$ cat src/rtl/avl_readback_regs.sv
// avl_readback_regs
//   Avalon-MM read-side responder for the game's register block. Returns the
//   software registers, hit/shot event counters, the round number, a
//   read-to-clear sticky status word and a fixed ID. Read latency is exactly
//   one cycle with no wait states; back-to-back reads are supported.
//
// Ports
//   CLK, RESET_N          clock (rising edge), async active-low reset
//   AVL_CS, AVL_READ      read accepted when both are high at a rising edge
//   AVL_ADDR[3:0]         word address
//   AVL_READDATA[31:0]    registered read data, held when no read is accepted
//   AVL_READDATAVALID     one-cycle pulse qualifying AVL_READDATA
//   REGS_IN[255:0]        software registers 0..7, reg k = REGS_IN[32k+31:32k]
//   ROUND[3:0]            current round number
//   SHOT/HIT/ESCAPE/ROUND_END_PULSE  single-cycle event pulses
//   CNT_CLR               synchronous clear of both counters
//
// Address map
//   0..7 REGS_IN[k]   8 hit count   9 shot count   10 {28'b0, ROUND}
//   11..13 zero       14 status {ROUND_END, ESCAPE, HIT, SHOT}, read-to-clear
//   15 ID_VALUE
module avl_readback_regs #(
  parameter logic [31:0] ID_VALUE = 32'hD0C4_0001,
  parameter int unsigned CNT_W    = 16
) (
  input  logic         CLK,
  input  logic         RESET_N,
  input  logic         AVL_CS,
  input  logic         AVL_READ,
  input  logic [3:0]   AVL_ADDR,
  output logic [31:0]  AVL_READDATA,
  output logic         AVL_READDATAVALID,
  input  logic [255:0] REGS_IN,
  input  logic [3:0]   ROUND,
  input  logic         SHOT_PULSE,
  input  logic         HIT_PULSE,
  input  logic         ESCAPE_PULSE,
  input  logic         ROUND_END_PULSE,
  input  logic         CNT_CLR
);

  logic [CNT_W-1:0] hit_cnt;
  logic [CNT_W-1:0] shot_cnt;
  logic [3:0]       status;
  logic             rd_accept;
  logic             status_rd;
  logic [31:0]      hit_word;
  logic [31:0]      shot_word;
  logic [31:0]      rd_word;

  assign rd_accept = AVL_CS & AVL_READ;
  assign status_rd = rd_accept && (AVL_ADDR == 4'd14);

  // Hit counter: clear beats increment, saturates at all-ones.
  always_ff @(posedge CLK or negedge RESET_N) begin
    if (!RESET_N) begin
      hit_cnt <= '0;
    end else if (CNT_CLR) begin
      hit_cnt <= '0;
    end else if (HIT_PULSE && (hit_cnt != '1)) begin
      hit_cnt <= hit_cnt + 1'b1;
    end
  end

  // Shot counter: same rules as the hit counter.
  always_ff @(posedge CLK or negedge RESET_N) begin
    if (!RESET_N) begin
      shot_cnt <= '0;
    end else if (CNT_CLR) begin
      shot_cnt <= '0;
    end else if (SHOT_PULSE && (shot_cnt != '1)) begin
      shot_cnt <= shot_cnt + 1'b1;
    end
  end

  // Sticky flags. A status read clears them, but a pulse arriving on the
  // clearing edge is OR'd in afterwards so that event is not lost.
  always_ff @(posedge CLK or negedge RESET_N) begin
    if (!RESET_N) begin
      status <= '0;
    end else begin
      status <= (status_rd ? 4'b0000 : status)
              | {ROUND_END_PULSE, ESCAPE_PULSE, HIT_PULSE, SHOT_PULSE};
    end
  end

  // Zero-extend counters; written as a slice so CNT_W == 32 needs no
  // zero-width replication.
  always_comb begin
    hit_word  = '0;
    shot_word = '0;
    hit_word[CNT_W-1:0]  = hit_cnt;
    shot_word[CNT_W-1:0] = shot_cnt;
  end

  always_comb begin
    rd_word = '0;
    case (AVL_ADDR)
      4'd0, 4'd1, 4'd2, 4'd3,
      4'd4, 4'd5, 4'd6, 4'd7: rd_word = REGS_IN[{AVL_ADDR[2:0], 5'd0} +: 32];
      4'd8:                   rd_word = hit_word;
      4'd9:                   rd_word = shot_word;
      4'd10:                  rd_word = {28'd0, ROUND};
      4'd14:                  rd_word = {28'd0, status};
      4'd15:                  rd_word = ID_VALUE;
      default:                rd_word = '0;
    endcase
  end

  always_ff @(posedge CLK or negedge RESET_N) begin
    if (!RESET_N) begin
      AVL_READDATA      <= '0;
      AVL_READDATAVALID <= 1'b0;
    end else begin
      AVL_READDATAVALID <= rd_accept;
      if (rd_accept) begin
        AVL_READDATA <= rd_word;
      end
    end
  end

endmodule
$ cat config.mk
export PLATFORM = sky130hd
export DESIGN_NAME = avl_readback_regs
export DESIGN_NICKNAME = d
export VERILOG_FILES = /design/src/rtl/avl_readback_regs.sv
export SDC_FILE = /design/constraint.sdc
export NUM_CORES = 1
export LEC_CHECK = 0
export BUFFER_PORTS_ARGS = -buffer_cell sky130_fd_sc_hd__buf_2
export CORE_AREA = 2 2 120 122
export CTS_CLUSTER_SIZE = 10
export DETAILED_ROUTE_END_ITERATION = 10
export DIE_AREA = 0 0 122 124
export MAX_ROUTING_LAYER = met4
export PLACE_DENSITY = 0.81
export SLEW_MARGIN = 20
export SYNTH_ARGS = -nofsm -noshare
export SYNTH_HDL_FRONTEND = slang
export SYNTH_SLANG_ARGS = --single-unit
$ cat constraint.sdc
create_clock -name CLK -period 2.4 [get_ports CLK]
set_input_delay 0.24 -clock CLK [delete_from_list [all_inputs] [get_ports CLK]]
set_output_delay 0.24 -clock CLK [all_outputs]
set_load 0.03 [all_outputs]
==> summary.txt <==
Hold Buf Count CTS: 0
Number of global-route vias before repair: 5908
Worst path max stage delay: 0.51 ns
Grt met3 use: 10.8%
Share of layout cells above drive strength 1: 48.0%
Largest net degree at the start of global routing: 70
Commonest non-fill, non-tap cells in the layout: 302 x buf_2, 69 x dfrtp_1, 61 x mux2i_1
Distinct cell type count after synthesis: 54
Synth-to-layout area growth: 36.1%
CTS sink count: 69
Max VDD drop: 0.000354 V
First-pass GRT wire length: 33000 µm
Setup-failing EPs final: 0
Grt ovf: 0
CTS root buf: clkbuf_16
Worst-path cell chain: ha_1, nand3_1, or3_1, or4_1, a21oi_1
Clock Power Share: 35.5%
Arrival @ worst endpoint: 2.24 ns
DIE WIDTH: 122 µm
Int Pwr: 2.55 mW
Gr usage total: 30.3%
Number of flops mapped to enable cells by yosys: 0
Placer congestion estimate: 0.976
Clock latency on the worst-skew pair: 0.34 ns
Die Ht: 124 µm
Gates resized, CTS repair: 0
Mapped Cells: 544
Postcts setup bufs: 0
Final WL: 22700 µm
Reg area: 1730 µm²
Initial antenna violation count: 5
MaxCap Viol Count: 0
# fillers: 1218
Ys Warns: 0
Multi-input gate area: 3570 µm²
Initial DRC Count: 610
Via density: 5.97
Placeable Area: 13700 µm²
NetSw: 1.14 mW
ANT nets after route: 0
Run status: complete, no violations
Required time of the critical path: 2.65 ns
Post-Synthesis Cell Area: 5530 µm²
Global routing's busiest layer: met2
Grt met1 use: 36.5%
CP Max Fanout: 8
Maximum clock path buffer count: 2
Max_slew headroom: 38.8%
Overall Power: 3.69 mW
Highest Clock Rate: 0.503 GHz
H-tree Lvls: 3
FFs w/ async S/R, synth: 100%
Pwr per Cell Area: 490 nW/µm²
Worst-path clk slew: 0.05 ns
Switch share: 30.9%
Syn_area_per_cell: 10.2 µm²
CP top delay family: simple AND/OR/NAND/NOR gates
CTS tree: built
Number of synthesized register bits: 69
Worst path buffer plus inverter count: 0
Nets: 1109
RSZ-0062 raised after global routing: no
HPWL Detailed: 18300 µm
Total CTS buffers: 9
Lkg Pwr: 3.56 nW
Tmin final: 1.99 ns
Hold Path Class: input pin to asynchronous set/reset pin
Top FF cell, synth: dfrtp_1
Routed wire per std cell: 22.2 µm
Worst Setup Start Kind: flop
Comb pwr share: 29.0%
Reg power frac: 35.5%
Row cnt: 43
Setup crit end kind: flop
Register area share after synthesis: 31.2%
Layout Skew: 0.00458 ns
Placed cell area: 7240 µm²
Die area: 15100 µm²
Total number of vias: 6105
Worst Path Class, Setup: flop to flop
Commonest non-fill, non-tap cell in the layout: buf_2
Starting Density: 40.3%
DRC Markers: 0
First-pass DRT Iterations: 8
I/O Pins: 306
Hold Fails Final Rpt: 0
Grt met2 use: 46.8%
Worst slew pin tran: 0.918 ns
Finished Cell Area: 7530 µm²
Setup TNS: 0 ns
# port buffers: 305
Final Cycle Share: 82.8%
Post-Syn Nets: 819
Slew Viols, Final: 0
Critical-path top delay cell: or4_1
## Yosys cell counts (10+ instances only)
| master | number | share of area (%) |
|---|---|---|
| or3_1 | 10 | 1.1 |
| o211ai_1 | 12 | 1.6 |
| mux2i_1 | 61 | 11 |
| mux4_2 | 45 | 18 |
| a21oi_1 | 27 | 2.4 |
| nand2_1 | 50 | 3.4 |
| inv_1 | 13 | 0.88 |
| o21ai_0 | 36 | 3.3 |
| mux2_2 | 16 | 3.3 |
| clkbuf_1 | 17 | 1.2 |
| dfrtp_1 | 69 | 31 |
| buf_2 | 22 | 2.0 |
| nor3_1 | 14 | 1.3 |
| nor2_1 | 22 | 1.5 |
| nand3_1 | 14 | 1.3 |
## final timing paths
path	start	depth (start not counted)	slack (ns)	to
setup / recovery	shot_cnt[0]	5	0.41	shot_cnt[10]
hold / removal	RESET_N	1	0.05	status[3]
setup reg to reg	shot_cnt[0]	5	0.41	shot_cnt[10]
hold reg to reg	AVL_READDATA[17]	2	0.48	AVL_READDATA[17]
max in group asynchronous	RESET_N	1	1.77	hit_cnt[5]
min in group CLK	ESCAPE_PULSE	2	0.09	status[2]
## power groups by stage
stage / logic, mW / clock network [mW] / registers [mW]
finish: 1.07 / 1.31 / 1.31
global route: 1.15 / 1.38 / 1.32
CTS: 1.07 / 1.33 / 1.31
floorplan: 0.449 / 0 / 1.46
global placement: 1.05 / 0 / 1.32
detailed placement: 1.06 / 0 / 1.33
## metal layers
| metal | wire [µm] | share of wire [%] | vias up |
|---|---|---|---|
| met5 | 0 | 0 | - |
| met4 | 713 | 3.1 | 0 |
| met3 | 2720 | 12 | 58 |
| met2 | 10600 | 47 | 364 |
| met1 | 8650 | 38 | 2950 |
| li1 | - | - | 2733 |
## worst register-to-register path: stages, from the launching register on
cell and delay, ns:
dfrtp_1 0.43, ha_1 0.25, nand3_1 0.10, or3_1 0.45, or4_1 0.51, a21oi_1 0.16
## sequential cells by signal, indices dropped and copies added (netlist names)
name / flops
AVL_READDATA: 32
AVL_READDATAVALID: 1
hit_cnt: 16
shot_cnt: 16
status: 4
## cells by family (layout without fill, tap and decap cells)
logic type	after synthesis	after routing	share of synthesized area, %
flops	69	69	31.2
compound gates	136	136	16.3
simple gates	158	158	14.9
fa+ha+maj	2	2	0.452
mux	122	122	32.6
buf+inv	55	348	4.23
other cells	0	6	0
xor+xnor	2	2	0.317
## cell type report
cell class,instances,share of cell area (%)
multi-input combinational,420,47.4
sequential,69,22.9
timing repair buffer,320,22.0
clock buffer,12,3.27
tap,180,2.99
inverter,14,0.698
clock inverter,2,0.465
antenna,6,0.199
## metrics by stage
| step | utilization [%] | hold slack (ns) | worst slack, ns | instances |
|---|---|---|---|---|
| final | 54.9 | 0.0485 | 0.413 | 1023 |
| after global routing | 54.9 | 0.0956 | 0.297 | 1022 |
| after CTS | 54.8 | 0.0798 | 0.433 | 1017 |
| after detailed placement | 52.7 | 0.425 | 0.310 | 1003 |
| after global placement | 52.7 | 0.427 | 0.357 | 1003 |
| after floorplan | - | -0.0556 | 0.564 | 544 |
(Power assumes the default switching activity.)
